==> config.mk <==
export PLATFORM = sky130hd
export DESIGN_NAME = img_fetch_flat
export DESIGN_NICKNAME = d
export VERILOG_FILES = /design/src/rtl/img_fetch_if.sv /design/src/rtl/img_fetch.sv /design/src/flat_wrapper.sv
export SDC_FILE = /design/constraint.sdc
export NUM_CORES = 1
export LEC_CHECK = 0
export BUFFER_PORTS_ARGS = -buffer_cell sky130_fd_sc_hd__buf_4
export CORE_ASPECT_RATIO = 0.7
export CORE_MARGIN = 3
export CORE_UTILIZATION = 35
export CTS_BUF_LIST = sky130_fd_sc_hd__clkbuf_8
export CTS_CLUSTER_DIAMETER = 50
export DETAILED_ROUTE_END_ITERATION = 7
export PLACE_DENSITY = 0.63
export REMOVE_ABC_BUFFERS = 1
export SLEW_MARGIN = 20
export SYNTH_ARGS = -nofsm -noshare
export SYNTH_HDL_FRONTEND = slang
export SYNTH_SLANG_ARGS = --single-unit
==> constraint.sdc <==
create_clock -name clk -period 1.9 [get_ports clk]
set_input_delay 0.095 -clock clk [delete_from_list [all_inputs] [get_ports clk]]
set_output_delay 0.095 -clock clk [all_outputs]
set_load 0.02 [all_outputs]
==> src/rtl/img_fetch_if.sv <==
// img_fetch_if
//   Bundles the three streams around img_fetch:
//     request stream  : addr_valid, addr_ready, x, y       (sweeper -> fetch)
//     RAM read port   : mem_rd_en, mem_addr, mem_rdata     (fetch <-> image RAM)
//     pixel stream    : pix_valid, pix_ready, pix_data     (fetch -> evaluator)
//   modport slave  : the fetch block's view
//   modport master : the surrounding system's view (sweeper, RAM, evaluator)
interface img_fetch_if #(
  parameter int IMG_WIDTH  = 320,
  parameter int IMG_HEIGHT = 240,
  parameter int W_PIX      = 8
);
  localparam int W_X    = $clog2(IMG_WIDTH);
  localparam int W_Y    = $clog2(IMG_HEIGHT);
  localparam int W_ADDR = $clog2(IMG_WIDTH * IMG_HEIGHT);

  logic              addr_valid;
  logic              addr_ready;
  logic [W_X-1:0]    x;
  logic [W_Y-1:0]    y;
  logic              mem_rd_en;
  logic [W_ADDR-1:0] mem_addr;
  logic [W_PIX-1:0]  mem_rdata;
  logic              pix_valid;
  logic              pix_ready;
  logic [W_PIX-1:0]  pix_data;

  modport slave (
    input  addr_valid, x, y, mem_rdata, pix_ready,
    output addr_ready, mem_rd_en, mem_addr, pix_valid, pix_data
  );

  modport master (
    output addr_valid, x, y, mem_rdata, pix_ready,
    input  addr_ready, mem_rd_en, mem_addr, pix_valid, pix_data
  );
endinterface

==> src/rtl/img_fetch.sv <==
// img_fetch
//   Takes (x, y) pixel requests, reads the image RAM (1-cycle latency) at
//   y*IMG_WIDTH + x and returns pixels in request order through a small
//   return FIFO. Admission is credit based: a request is only accepted when
//   the FIFO can hold it together with any read still in flight, so
//   back-pressure on the pixel stream never drops a read.
//   Out-of-range coordinates are accepted, skip the RAM and return 0.
//
// Ports
//   clk    : rising-edge clock
//   rst_n  : asynchronous active-low reset
//   bus    : img_fetch_if.slave (request stream, RAM read port, pixel stream)
module img_fetch #(
  parameter int IMG_WIDTH  = 320,
  parameter int IMG_HEIGHT = 240,
  parameter int W_PIX      = 8,
  parameter int FIFO_DEPTH = 4
) (
  input  logic        clk,
  input  logic        rst_n,
  img_fetch_if.slave  bus
);
  localparam int W_X    = $clog2(IMG_WIDTH);
  localparam int W_Y    = $clog2(IMG_HEIGHT);
  localparam int W_ADDR = $clog2(IMG_WIDTH * IMG_HEIGHT);
  localparam int W_PTR  = $clog2(FIFO_DEPTH);
  localparam int W_CNT  = W_PTR + 1;

  logic [W_PTR-1:0] wr_ptr, rd_ptr;
  logic [W_CNT-1:0] count;
  logic [W_CNT-1:0] occ;
  logic             inf;
  logic             oob;
  logic             in_range;
  logic             acc;
  logic             push;
  logic             pop;
  logic [W_PIX-1:0] buf_q [FIFO_DEPTH];

  // Compare one bit wider so a power-of-two image size still works.
  assign in_range = ({1'b0, bus.x} < (W_X+1)'(IMG_WIDTH)) &&
                    ({1'b0, bus.y} < (W_Y+1)'(IMG_HEIGHT));

  // Occupancy counts the read in flight so it always has a slot waiting.
  assign occ            = count + W_CNT'(inf);
  assign bus.addr_ready = (occ < W_CNT'(FIFO_DEPTH)) && rst_n;
  assign acc            = bus.addr_valid && bus.addr_ready;

  assign bus.mem_rd_en = acc && in_range;
  assign bus.mem_addr  = W_ADDR'(bus.y) * W_ADDR'(IMG_WIDTH) + W_ADDR'(bus.x);

  assign push          = inf;
  assign pop           = (count != '0) && bus.pix_ready;
  assign bus.pix_valid = (count != '0);
  assign bus.pix_data  = buf_q[rd_ptr];

  always_ff @(posedge clk or negedge rst_n) begin
    if (!rst_n) begin
      wr_ptr <= '0;
      rd_ptr <= '0;
      count  <= '0;
      inf    <= 1'b0;
      oob    <= 1'b0;
    end else begin
      inf <= acc;
      oob <= acc && !in_range;
      if (push) wr_ptr <= wr_ptr + 1'b1;
      if (pop)  rd_ptr <= rd_ptr + 1'b1;
      case ({push, pop})
        2'b10:   count <= count + 1'b1;
        2'b01:   count <= count - 1'b1;
        default: count <= count;
      endcase
    end
  end

  // Storage needs no reset: count gates every read of it.
  always_ff @(posedge clk) begin
    if (push) buf_q[wr_ptr] <= oob ? '0 : bus.mem_rdata;
  end
endmodule
==> src/flat_wrapper.sv <==
// flat-port wrapper written by rule: the top's interface ports become plain ports
module img_fetch_flat 
#(
  parameter int IMG_WIDTH  = 320,
  parameter int IMG_HEIGHT = 240,
  parameter int W_PIX      = 8,
  parameter int FIFO_DEPTH = 4
)
  (clk, rst_n, bus_addr_valid, bus_x, bus_y, bus_mem_rdata, bus_pix_ready, bus_addr_ready, bus_mem_rd_en, bus_mem_addr, bus_pix_valid, bus_pix_data);
  img_fetch_if #(.IMG_WIDTH(IMG_WIDTH), .IMG_HEIGHT(IMG_HEIGHT), .W_PIX(W_PIX)) bus_i ();
  input  logic clk;
  input  logic rst_n;
  input wire logic [$bits(bus_i.addr_valid)-1:0] bus_addr_valid;
  input wire logic [$bits(bus_i.x)-1:0] bus_x;
  input wire logic [$bits(bus_i.y)-1:0] bus_y;
  input wire logic [$bits(bus_i.mem_rdata)-1:0] bus_mem_rdata;
  input wire logic [$bits(bus_i.pix_ready)-1:0] bus_pix_ready;
  output wire logic [$bits(bus_i.addr_ready)-1:0] bus_addr_ready;
  output wire logic [$bits(bus_i.mem_rd_en)-1:0] bus_mem_rd_en;
  output wire logic [$bits(bus_i.mem_addr)-1:0] bus_mem_addr;
  output wire logic [$bits(bus_i.pix_valid)-1:0] bus_pix_valid;
  output wire logic [$bits(bus_i.pix_data)-1:0] bus_pix_data;
  assign bus_i.addr_valid = bus_addr_valid;
  assign bus_i.x = bus_x;
  assign bus_i.y = bus_y;
  assign bus_i.mem_rdata = bus_mem_rdata;
  assign bus_i.pix_ready = bus_pix_ready;
  assign bus_addr_ready = bus_i.addr_ready;
  assign bus_mem_rd_en = bus_i.mem_rd_en;
  assign bus_mem_addr = bus_i.mem_addr;
  assign bus_pix_valid = bus_i.pix_valid;
  assign bus_pix_data = bus_i.pix_data;
  img_fetch #(.IMG_WIDTH(IMG_WIDTH), .IMG_HEIGHT(IMG_HEIGHT), .W_PIX(W_PIX), .FIFO_DEPTH(FIFO_DEPTH)) u_core (.clk(clk), .rst_n(rst_n), .bus(bus_i));
endmodule
# == After elaboration in Yosys (flattened, before gate mapping) ==
# Memories as Yosys holds them, arrays and structs flattened.
# Index checks and enable logic that the tools add are counted.
# word_totals
ff_bits,9
mem_bits_rw,32
input_bits,29
out_inout_bits,28
elab_cells,31
memories,1
# op_classes
addsub,6
n_mul,1
order_cmp,3
eq_ne,2
n_mux,4
n_reduce_logical,9
# mem_list
memory,depth,word_bits,read_ports,rd_clocked_by_memory_dff,wr,line_no,text
u_core.buf_q,4,8,1,0,1,img_fetch.sv:38,logic [W_PIX-1:0] buf_q [FIFO_DEPTH];
# op_table
op,count
$add 17x9->17,1
$mul 8x3->11 const B,1
$lt 9x9->1 const B,1
$lt 8x8->1 const B,1
$mux 8,1
$logic_and 1x1->1,6
$pmux 3 s2,1
$add 2x1->2 const B,2
$add 3x1->3,1
$add 3x1->3 const B,1
$lt 3x3->1 const B,1
$reduce_bool 3->1,1
$sub 3x1->3 const B,1
$eq 2x1->1 const B,1
$eq 2x2->1 const B,1
$mux 1,2
$reduce_bool 2->1,1
$logic_not 1->1,1

# == Depth between registers and ports, before layout ==
# depth
ltp_word,5
depth_mapped,9
mapped_depth_nobuf,9

# == Worst setup path before layout ==
# Ideal clock, no wire load.
# synth_path
path_type,input to output
startpoint,in bus_y[1]
endpoint,out bus_mem_addr[16]
arrival_ps,2213
t_required_ps,1805
slack_ps,-408
cell_stages,9
n_path_buf,0
path_cell_list,ha_1 -> ha_1 -> inv_1 -> fa_1 -> nor2b_4 -> o31ai_1 -> xnor2_1 -> nand3_2 -> o32ai_1
# synth_between
elab_chain_cells,2
# synth_rtl
element,line_no,text
"start, declared",flat_wrapper.sv:15,input wire logic [$bits(bus_i.y)-1:0] bus_y;
$mul 8x3->11,img_fetch.sv:50,assign bus.mem_addr = W_ADDR'(bus.y) * W_ADDR'(IMG_WIDTH) + W_ADDR'(bus.x);
$add 17x9->17,img_fetch.sv:50,
"end, declared",flat_wrapper.sv:20,output wire logic [$bits(bus_i.mem_addr)-1:0] bus_mem_addr;
# Every way passes these cells.

# == Worst setup path in the final report ==
# layout_path
startpoint,in bus_y[1]
endpoint,out bus_mem_addr[15]
# Same word-level chain as after synthesis.

==> flow_summary.yaml <==
setup_path:
  critical_path.max_fanout: 2
  arrival_ns: 2.16
  critical_path.cell_chain: "buf_8 > ha_4 > ha_4 > inv_2 > fa_2 > nor4b_4 > nand4_1 > nor4_4 > xnor2_1 > buf_4"
  endpoint_kind: "primary output"
  crit_type: "input port to primary output"
  timing.rr.end: "u_core.count[2]$_DFFE_PN0P_"
  critPathLaunchType: "input port"
  r2r_cells: 8
  crit_slowest_cell: "fa_2"
  max_stage_delay_ns: 0.46
  r2r_slack_ns: 0.08
  required_ns: 1.80
  rr_startpoint: "u_core.count[2]$_DFFE_PN0P_"
  crit_top_cell: "ha_4"
power_and_ir_drop:
  p_sw_w: 0.00125
  p_seq_share_pct: 33.4
  comb_power_share_pct: 47.7
  power.leakage_nw: 1.40
  power.share.clock_pct: 18.9
  peakVddDrop_mv: 0.595
  switching_share_pct: 34.1
  internal_power_w: 0.00242
  power.density_nw_per_um2: 1070
sta:
  setup_viol: 6
  finalHoldViolCount: 0
  drv_slew: 0
  period_share_pct: 118
  relSlewSlack_pct: 65.0
  rsz0062_at_grt: "yes"
  setup_ws_ns: -0.351
  worst_hold_slack_ns: 0.0322
  worst_pin_slew_ns: 0.519
  max_freq_mhz: 444
  tns_ns: -1.18
  fin_crit_ns: 2.25
  finClkSkew_ns: 0.00497
route:
  drt-wirelength-per-cell_um: 14.9
  routed_via_density: 4.69
  ant_nets: 0
  route.detailed.drc: 0
  drtIter0Drc: 27
  postRouteWirelength_um: 5200
  firstDrtPassIters: 4
  vias: 1642
synth:
  netlist_area_um2: 2410
  synth_edf_count: 32
  seq_area_frac_synth_pct: 49.2
  syn-instance-count: 179
  yosys_register_bits: 41
  async_flop_share_pct: 22.0
  synth_ff_type: "edfxtp_1"
  syn_area_per_cell_um2: 13.5
  yosysWarnings: 0
  synth.distinct_cells: 45
floorplanning:
  rows: 24
  fp.dieArea_um2: 7940
  ios: 57
  dieHeight_um: 75.5
  core_area_um2: 6460
  start_util_pct: 37.4
  die_x_um: 105
flow_run:
  cap_violations: 0
global_routing:
  grt_max_degree: 15
  grt_pass1_vias: 1697
  grt_antenna_before_repair: 0
  grt_usage_pct: 13.6
  grt.overflow.total: 0
  grt_pass1_wl_um: 8410
hold_path:
  holdPathEnd: "u_core.inf$_DFF_PN0_"
  holdPathStages: 3
  hold_path.class: "input port to flip-flop"
  hold_start: "bus_addr_valid"
clocking:
  clk_pin_slew_ns: 0.08
  tritoncts: "built"
  cts_buffers: 5
  clkLatencyLatePin_ns: 0.29
  cts_root_buffer: "clkbuf_8"
  clock-sinks: 41
  clock_tree.buffer_depth: 2
  cts.htree.levels: 2
finish:
  antennaDiodeCount: 0
  fin_cells: 350
  area_growth_pct: 42.2
  final_util_pct: 53.1
  nFillCells: 562
  layout.nets: 310
  drive_above_1_share_pct: 51.4
place:
  dp_hpwl_um: 3840
  io_buffers: 44
  gp_congestion: 0.834
  post-place-ws_ns: -0.524
  dpl.cell_count: 337
outcome:
  violations: "setup timing"
  outcome: "finished with violations"
-- through the flow --
step           instance area [um2]  total power [W]
2_1_floorplan                 2350          0.00217
3_3_place_gp                  3040          0.00279
3_5_place_dp                  3040          0.00282
4_1_cts                       3370          0.00364
5_1_grt                       3430          0.00389
6_report                      3430          0.00367
-- placed cells by master (no fill, tap or decap), types with 2 or more instances in the layout --
cell,synthesis,final
nor4_4,1,2
inv_1,17,15
inv_2,0,2
o21ai_2,0,2
o21ai_0,5,3
xor2_1,9,7
o21ai_1,2,2
xnor2_2,0,3
buf_4,6,77
nor2_1,7,7
xnor2_1,8,5
dfrtp_1,9,9
fa_2,0,2
ha_4,0,7
a21oi_1,2,2
clkbuf_8,0,5
nand4_1,2,2
ha_1,20,12
edfxtp_1,32,32
xor2_2,0,2
nand2_1,4,4
mux4_2,8,8
and2_1,6,5
nor2b_1,10,9
buf_8,0,2
-- synth_stat cells (all sizes together) (2+ instances only) --
cell,n,area (um2)
edfxtp,32,961
ha,20,250
inv,17,63.8
nor2b,11,76.3
dfrtp,9,225
xor2,9,78.8
buf,8,53.8
mux4,8,180
xnor2,8,70.1
and2,7,45.1
nor2,7,26.3
o21ai,7,35.0
nand2,4,15.0
fa,3,60.1
a211oi,2,20.0
a21oi,2,10.0
nand3,2,15.0
nand4,2,12.5
nor3,2,15.0
nor4,2,33.8
or2,2,12.5
or3,2,12.5
-- per-layer routing --
| metal | GRT usage [%] | share of wire [%] | vias to the layer above |
|---|---|---|---|
| li1 | - | - | 797 |
| met4 | 3.06 | 0.77 | 0 |
| met5 | 0 | 0 | - |
| met1 | 18.6 | 49 | 797 |
| met2 | 22.7 | 46 | 43 |
| met3 | 3.13 | 3.6 | 5 |
-- worst max path at each step --
stage	start	depth (start not counted)	to
6_report	bus_y[1]	10	bus_mem_addr[15]
5_1_grt	bus_y[1]	10	bus_mem_addr[15]
4_1_cts	bus_y[3]	10	bus_mem_addr[15]
3_5_place_dp	bus_y[1]	10	bus_mem_addr[15]
3_3_place_gp	bus_y[1]	10	bus_mem_addr[15]
2_1_floorplan	bus_y[1]	9	bus_mem_addr[16]
-- power groups by stage --
stage               clock [W]  sequential (W)  combinational (W)
global placement            0         0.00124            0.00155
finish               0.000694         0.00123            0.00175
global route         0.000749         0.00125            0.00190
CTS                  0.000716         0.00123            0.00170
detailed placement          0         0.00125            0.00157
floorplan                   0         0.00126           0.000908
-- flip-flops by register name, indices dropped and copies added, names as in the netlist --
name           flops
u_core.count       3
u_core.inf         1
u_core.buf_q      32
u_core.oob         1
u_core.wr_ptr      2
u_core.rd_ptr      2
-- cell families after synthesis --
kind of cell	after synthesis	synth area share, %
xor gates and xnor gates	17	6.17
and+or+nand+nor	43	11.9
DFF	41	49.2
muxes	9	7.88
AOI/OAI and AO/OA	20	7.00
buffers and inverters	26	5.03
adders and majority gates	23	12.9
-- critical path, delay by kind of cell --
kind	cells	cell delay, ns
XOR/XNOR	1	0.14
adder cells (fa/ha/maj)	3	0.85
buffers and inverters	3	0.31
AND/OR/NAND/NOR	3	0.76
-- cell type report --
cell class / count / area, um2 / share of cell area, %
clock buffer: 5 / 68.8 / 2.01
inverter: 17 / 63.8 / 1.86
tap: 91 / 114 / 3.32
timing repair buffer: 81 / 629 / 18.4
clock inverter: 3 / 46.3 / 1.35
multi-input combinational: 112 / 1320 / 38.5
sequential: 41 / 1190 / 34.6
-- what timing repair did --
item | CTS | global route
setup buffers | 3 | 2
hold endpoints to repair | 9 | 0
cloned | 0 | 0
gates resized for setup | 30 | 10
endpoints found under the setup margin | 7 | 9
pin swaps | 17 | 14
hold buffers | 1 | 0
Power figures use the tool's default switching activity.
